File: src/rtl/word_block_buffer.sv
`default_nettype none
// ============================================================================
//  Module   : word_block_buffer
//  Purpose  : Word FIFO feeding an assembler that packs WORDS_PER_BLOCK words
//             into one wide block (little-endian word order).
//  Option   : WBB_OVERFLOW_FLAG_EN adds a sticky fifo_overflow output.
//  Revision : 1.0  initial release
// ============================================================================
module word_block_buffer #(
    parameter int WSIZE           = 32,
    parameter int FIFOLEN         = 8,
    parameter int WORDS_PER_BLOCK = 4
) (
    input  logic                             clock,
    input  logic                             reset,
    input  logic [WSIZE-1:0]                 write_data,
    input  logic                             trigger_write,
    output logic                             fifo_full,
    output logic                             fifo_empty,
    input  logic                             block_out_hold,
    output logic [WSIZE*WORDS_PER_BLOCK-1:0] block_out,
    output logic                             block_ready
`ifdef WBB_OVERFLOW_FLAG_EN
    ,
    output logic                             fifo_overflow
`endif
);

    localparam int c_PTR_W = $clog2(FIFOLEN);
    localparam int c_CNT_W = c_PTR_W + 1;
    localparam int c_IDX_W = (WORDS_PER_BLOCK > 1) ? $clog2(WORDS_PER_BLOCK) : 1;
    localparam int c_BLK_W = WSIZE * WORDS_PER_BLOCK;
    localparam logic [c_CNT_W-1:0] c_FULL_COUNT = c_CNT_W'(FIFOLEN);
    localparam logic [c_IDX_W-1:0] c_LAST_IDX   = c_IDX_W'(WORDS_PER_BLOCK - 1);

    typedef enum logic [0:0] {
        ST_COLLECT = 1'b0,
        ST_PRESENT = 1'b1
    } state_t;

    logic [WSIZE-1:0]   r_mem [FIFOLEN];
    logic [c_PTR_W-1:0] r_wr_ptr;
    logic [c_PTR_W-1:0] r_rd_ptr;
    logic [c_CNT_W-1:0] r_count;
    logic [c_IDX_W-1:0] r_slot_idx;
    logic [c_BLK_W-1:0] r_stage;
    logic [c_BLK_W-1:0] r_block_out;
    state_t             r_state;
    state_t             w_state_next;

    logic               w_push;
    logic               w_pop;
    logic               w_last_slot;
    logic               w_consume;
    logic [WSIZE-1:0]   w_head;
    logic [c_BLK_W-1:0] w_stage_next;

    // ------------------------------------------------------------------
    // FIFO: flags come from the registered count, pointers wrap naturally
    // ------------------------------------------------------------------
    assign fifo_full  = (r_count == c_FULL_COUNT);
    assign fifo_empty = (r_count == '0);
    assign w_push     = trigger_write && !fifo_full;
    assign w_head     = r_mem[r_rd_ptr];

    always_ff @(posedge clock) begin
        if (w_push) begin
            r_mem[r_wr_ptr] <= write_data;
        end
    end

    always_ff @(posedge clock) begin
        if (reset) begin
            r_wr_ptr <= '0;
            r_rd_ptr <= '0;
            r_count  <= '0;
        end else begin
            if (w_push) begin
                r_wr_ptr <= r_wr_ptr + 1'b1;
            end
            if (w_pop) begin
                r_rd_ptr <= r_rd_ptr + 1'b1;
            end
            case ({w_push, w_pop})
                2'b10:   r_count <= r_count + 1'b1;
                2'b01:   r_count <= r_count - 1'b1;
                default: r_count <= r_count;
            endcase
        end
    end

    // ------------------------------------------------------------------
    // Assembler control: collect words, then present the block until taken
    // ------------------------------------------------------------------
    always_ff @(posedge clock) begin
        if (reset) begin
            r_state <= ST_COLLECT;
        end else begin
            r_state <= w_state_next;
        end
    end

    always_comb begin
        w_state_next = r_state;
        w_pop        = 1'b0;
        w_consume    = 1'b0;
        case (r_state)
            ST_COLLECT: begin
                w_pop = !fifo_empty;
                if (w_pop && w_last_slot) begin
                    w_state_next = ST_PRESENT;
                end
            end
            ST_PRESENT: begin
                // The handoff edge never pops; collection restarts next edge.
                if (!block_out_hold) begin
                    w_consume    = 1'b1;
                    w_state_next = ST_COLLECT;
                end
            end
            default: begin
                w_state_next = ST_COLLECT;
            end
        endcase
    end

    // ------------------------------------------------------------------
    // Assembler datapath
    // ------------------------------------------------------------------
    assign w_last_slot = (r_slot_idx == c_LAST_IDX);

    always_comb begin
        w_stage_next = r_stage;
        w_stage_next[r_slot_idx*WSIZE +: WSIZE] = w_head;
    end

    always_ff @(posedge clock) begin
        if (reset) begin
            r_slot_idx  <= '0;
            r_stage     <= '0;
            r_block_out <= '0;
        end else if (w_pop) begin
            r_stage <= w_stage_next;
            if (w_last_slot) begin
                r_slot_idx  <= '0;
                r_block_out <= w_stage_next;
            end else begin
                r_slot_idx  <= r_slot_idx + 1'b1;
            end
        end
    end

    assign block_out   = r_block_out;
    assign block_ready = (r_state == ST_PRESENT);

`ifdef WBB_OVERFLOW_FLAG_EN
    logic r_overflow;

    always_ff @(posedge clock) begin
        if (reset) begin
            r_overflow <= 1'b0;
        end else if (trigger_write && fifo_full) begin
            r_overflow <= 1'b1;
        end
    end

    assign fifo_overflow = r_overflow;
`endif

endmodule
`default_nettype wire

File: config.mk
export PLATFORM = sky130hd
export DESIGN_NAME = word_block_buffer
export DESIGN_NICKNAME = d
export VERILOG_FILES = /design/src/rtl/word_block_buffer.sv
export SDC_FILE = /design/constraint.sdc
export NUM_CORES = 1
export LEC_CHECK = 0
export ABC_AREA = 1
export CAP_MARGIN = 10
export CORE_MARGIN = 10
export CORE_UTILIZATION = 53
export CTS_CLUSTER_DIAMETER = 200
export CTS_CLUSTER_SIZE = 16
export DETAILED_ROUTE_END_ITERATION = 7
export PLACE_DENSITY_LB_ADDON = 0.12
export SLEW_MARGIN = 40
export SYNTH_ARGS = -nofsm -noshare
export SYNTH_HDL_FRONTEND = slang
export SYNTH_SLANG_ARGS = --single-unit
File: constraint.sdc
create_clock -name clock -period 2.7 [get_ports clock]
set_input_delay 0.27 -clock clock [delete_from_list [all_inputs] [get_ports clock]]
set_output_delay 0.27 -clock clock [all_outputs]
set_load 0.05 [all_outputs]
## Yosys cells after proc, flatten, opt, wreduce, memory -nomap -nowiden

Memories as Yosys holds them, arrays and structs flattened. A register that Yosys moved wholly into a read port is not among the register bits.
Index checks and enable logic that the tools add are counted.

- Register bits: 269
- Latch bits: 0
- Memory bits (writable): 256
- Memory bits (read-only): 0
- Input bits: 36
- Word-level logic and storage cells: 39
- Memories: 1

Memories:

| name | words | width | read ports | clocked after memory_dff | write ports | line | RTL |
|---|---|---|---|---|---|---|---|
| r_mem | 8 | 32 | 1 | 1 | 1 | 41 | `logic [WSIZE-1:0] r_mem [FIFOLEN];` |

- $add $sub $neg: 6
- Multiply operators: 0
- Div/mod/pow operators: 0
- Magnitude comparators: 0
- Equality and inequality tests: 4
- Shift operators: 2
- Muxes and demuxes: 11
- Bitwise gates (word level): 1
- Reductions and logical operators: 7

Operators with widths:

| kind | number |
|---|---|
| 128-bit bitwise mux | 1 |
| 32-bit by 34-bit variable shift with 128-bit output (first input constant) | 1 |
| 32-bit by 34-bit indexed part select with 128-bit output | 1 |
| 7-bit negation with 34-bit output | 1 |
| 4-bit one-hot mux with 2 select lines | 1 |
| 3-bit by 1-bit adder with 3-bit output (second input constant) | 2 |
| 3-bit two-way mux | 2 |
| 1-bit two-way mux | 5 |
| 4-bit by 1-bit adder with 4-bit output (second input constant) | 1 |
| 2-bit == test (second input constant) | 2 |
| 4-bit == test (second input constant) | 1 |
| 4-bit logical NOT | 1 |
| 4-bit by 1-bit subtractor with 4-bit output (second input constant) | 1 |
| 2-bit by 1-bit adder with 2-bit output (second input constant) | 1 |
| 2-bit by 1-bit == test with 1-bit output (second input constant) | 1 |
| 1-bit logical AND | 2 |
| 1-bit logical NOT | 2 |
| 2-bit two-way mux | 1 |
| 1-bit one-hot mux with 2 select lines | 1 |
| 2-bit AND reduction | 1 |
| 2-bit nonzero test | 1 |
| 1-bit inverter | 1 |

## Longest topological paths before layout

- Word-level depth: 5
- Depth in mapped cells: 14
- Mapped depth without buffers: 12

## Worst setup path after synthesis

No wires, ideal clock.

- Path kind: flip-flop to flip-flop
- Start: reg r_count[1]
- End: mem r_mem[0][0] (enable)
- Library setup time: 0.421 ns
- Arrival time: 2.216 ns
- Path slack: 0.063 ns
- Cell stages (with the launch flop): 7
- Buffers on the path: 0
- Cells stage by stage: dfxtp_1 nor2_2 nand3_1 nand2_1 inv_1 nand2_1 nor2_1

- Word-level cells in the longest chain between the ends: 5

RTL lines:

| what | line | RTL |
|---|---|---|
| from (decl) | 44 | `logic [c_CNT_W-1:0] r_count;` |
| from (signal assigned) | 85 | `2'b10: r_count <= r_count + 1'b1;` |
| from (signal assigned) | 86 | `2'b01: r_count <= r_count - 1'b1;` |
| from (signal assigned) | 87 | `default: r_count <= r_count;` |
| 4-bit == test | 61 | `assign fifo_full = (r_count == c_FULL_COUNT);` |
| 1-bit logical NOT | 63 | `assign w_push = trigger_write && !fifo_full;` |
| 1-bit logical AND | 63 |  |
| 1-bit two-way mux | 67 | `if (w_push) begin` |
| 1-bit two-way mux (not written as such) | 68 | `r_mem[r_wr_ptr] <= write_data;` |
| to (decl) | 41 |  |

No other way between the ends.

## Worst setup path in the final report

- Start: reg r_count[0]
- End: out fifo_empty

- Word-level cells in the longest chain between the ends: 1

RTL lines:

| what | line | RTL |
|---|---|---|
| 4-bit logical NOT | 62 | `assign fifo_empty = (r_count == '0);` |
| to (decl) | 19 | `output logic fifo_empty,` |

No other way between the ends.

==> summary.md <==
| Metric | Value |
|---|---|
| Die width | 230 um |
| Data required, critical path | 2.43 ns |
| Post-CTS Resized | 0 |
| Slew HR | 48.3% |
| Outcome | finished clean |
| Clock Pin Slew Worst Setup and Hold Paths | 0.08 ns |
| Largest net degree at the start of global routing | 121 |
| Pint | 15.8 mW |
| Worst hold path class | in2reg |
| Worst-path cell chain | nor2_2, nand3_1, inv_2, clkdlybuf4s50_1 |
| Sequential Power Share | 37.9% |
| Detailed-router iteration count before antenna repair | 6 |
| PwrDens | 1040 mW/mm2 |
| Post-CTS Setup Inserts | 0 |
| Comb pwr share | 42.2% |
| Crit-path max cell delay | 0.85 ns |
| RSZ-0062 raised after global routing | no |
| Top cell type's share of synthesized area | 33.0% |
| WS Path Type | reg2out |
| Net Sw Power | 11.7 mW |
| CTS HTree Levels | 2 |
| Number of diodes | 0 |
| Synth Register Bits | 528 |
| CP endpoint kind | output pin |
| Setup Skew | 0.0166 ns |
| Final hold viol count | 0 |
| Initial core utilization | 53.9% |
| Mapped Cells | 2905 |
| Drt first-iter violations | 1841 |
| Clock power frac | 19.9% |
| Min Tclk post-route | 2.39 ns |
| Nets | 3034 |
| Yosys cell types | 29 |
| Routed vias | 18800 |
| P_leak | 12.8 nW |
| Ys Warns | 0 |
| Sw Share | 42.4% |
| Routed len/inst | 17.4 um |
| Final setup fails | 0 |
| Mapped Area | 0.0233 mm2 |
| Total grt overflow | 0 |
| Max cap viols | 0 |
| GR met1 Demand/Resource | 29.7% |
| Post-synth top area cell | edfxtp_1 |
| Root buf cell | clkbuf_16 |
| Syn avg cell area | 8.03 um2 |
| Final wirelength | 62600 um |
| Area contributors post-synth | edfxtp_1, dfxtp_1, nand2_1 |
| Sequential area share after synthesis | 56.3% |
| Fraction of layout cells with a size suffix above 1 | 3.66% |
| Post-synthesis net count | 2952 |
| Final ANT Viol Nets | 0 |
| Die area | 0.0528 mm2 |
| Fmax | 418 MHz |
| Overall power | 27.5 mW |
| Global-route total usage across every layer | 23.1% |
| Vias in the first global route | 17500 |
| Growth of design area from synthesis to finish | 13.4% |
| Row cnt | 76 |
| # IOs | 167 |
| Worst slew pin tran | 0.775 ns |
| CTS Buffer Depth | 3 |
| Met2 global-route usage | 38.2% |
| Final critical-path share of the clock period | 88.6% |
| CP Max Fanout | 5 |
| Core area | 0.0433 mm2 |
| Skew-Pair Late Insertion Delay | 0.57 ns |
| GR Util met3 | 4.36% |
| CTS Buf Count | 38 |
| Vias per Instance | 5.23 |
| WP data arrival | 2.12 ns |
| CTS Hold Bufs | 0 |
| Reg2Reg Setup Slack | 0.41 ns |
| Residual DRC count | 0 |
| Initial antenna violation count | 2 |
| Busiest grt layer | met2 |
| Port bufs | 166 |
| Max VDD drop | 675 uV |
| Slowest CP cell | clkdlybuf4s50_1 |
| GPL Wtd Cong | 0.841 |
| Fin Setup TNS | 0 ns |
| First-pass GRT wire length | 96900 um |
| CTS tree | done |
| Clk sinks | 528 |
| Die H | 230 um |
| Hpwl dp | 37900 um |
| Final count of pins violating max slew | 0 |
| Setup crit start kind | flip-flop |
-- cell type report --
cell class | instances | area (um2)
Inverter | 455 | 1710
Timing Repair Buffer | 205 | 2210
Tap cell | 585 | 732
Clock buffer | 61 | 1100
Sequential cell | 528 | 13100
Multi-Input combinational cell | 1759 | 7560
Fill cell | 3774 | 16800
-- through the flow --
step | instances | hold WS (ns) | setup WS, ns | area (um2) | util [%]
after floorplan | 2905 | 0.369 | 0.0632 | 23300 | -
after global placement | 3532 | 0.436 | 0.516 | 25300 | 58.6
after detailed placement | 3532 | 0.439 | 0.504 | 25300 | 58.6
after CTS | 3593 | 0.108 | 0.289 | 26400 | 61.1
after global routing | 3593 | 0.144 | 0.244 | 26500 | 61.1
final | 3593 | 0.140 | 0.309 | 26500 | 61.1
-- routing by layer --
metal / vias to the layer above / wire length (um) / share of wire, %
met5: - / 19 / 0.030
met3: 108 / 5110 / 8.2
met2: 654 / 29100 / 46
li1: 9220 / - / -
met1: 8797 / 26400 / 42
met4: 2 / 2040 / 3.2
-- power by group through the flow --
| stage | Combinational (mW) | Sequential (mW) | Clock, mW |
|---|---|---|---|
| after floorplan | 8.01 | 10.8 | 0 |
| after global placement | 11.1 | 10.5 | 0 |
| after detailed placement | 11.4 | 10.6 | 0 |
| after CTS | 11.5 | 10.4 | 5.58 |
| after global routing | 12.9 | 10.5 | 5.86 |
| final | 11.6 | 10.4 | 5.47 |
-- cells in the final DEF, fill, tap and decap left out, drive strengths merged --
master,count
clkdlybuf4s50,165
dfxtp,272
clkbuf,61
ha,11
o21a,11
a31oi,21
xor2,2
nor3,1
nand4,65
inv,455
nand3,275
buf,40
nor2,211
nand2,1025
xnor2,1
o21ai,92
edfxtp,256
a21oi,44
-- state kept, by name (all words and copies together), names as in the netlist, named ones only --
signal and count:
r_wr_ptr 3, r_mem 256, r_rd_ptr 3, block_out 128, block_ready 1, r_count 4
r_stage 128, r_slot_idx 2
-- worst paths after layout --
kind	from	cells past startpoint	to
worst max-delay path	r_count[0]	4	fifo_empty
worst max register to register	r_slot_idx[0]	9	block_out[54]
worst min-delay path	reset	4	r_stage[48]
worst min register to register	block_out[111]	2	block_out[111]
-- worst max-delay path, delay by kind of cell (launching register included) --
kind / cells / cell delay (ns)
simple gates: 2 / 0.23
flops: 1 / 0.36
buf+inv: 2 / 0.97
-- Yosys cell counts (all sizes together) --
cell and count:
clkbuf 57, a31oi 21, buf 106, xnor2 1, xor2 2, nand4 65
edfxtp 256, o21a 11, nand3 275, nand2 1025, nor2 211, a21oi 44
o21ai 92, inv 454, ha 11, nor3 1, dfxtp 272, clkinv 1
-- cells by family after synthesis --
kind of cell             share of synthesized area [%]
AND/OR/NAND/NOR                                   27.8
flip-flops                                        56.3
adder cells (fa/ha/maj)                          0.590
buffers and inverters                             11.4
XOR/XNOR                                         0.113
AO/OA/AOI/OAI                                     3.84
(Power assumes the default switching activity.)
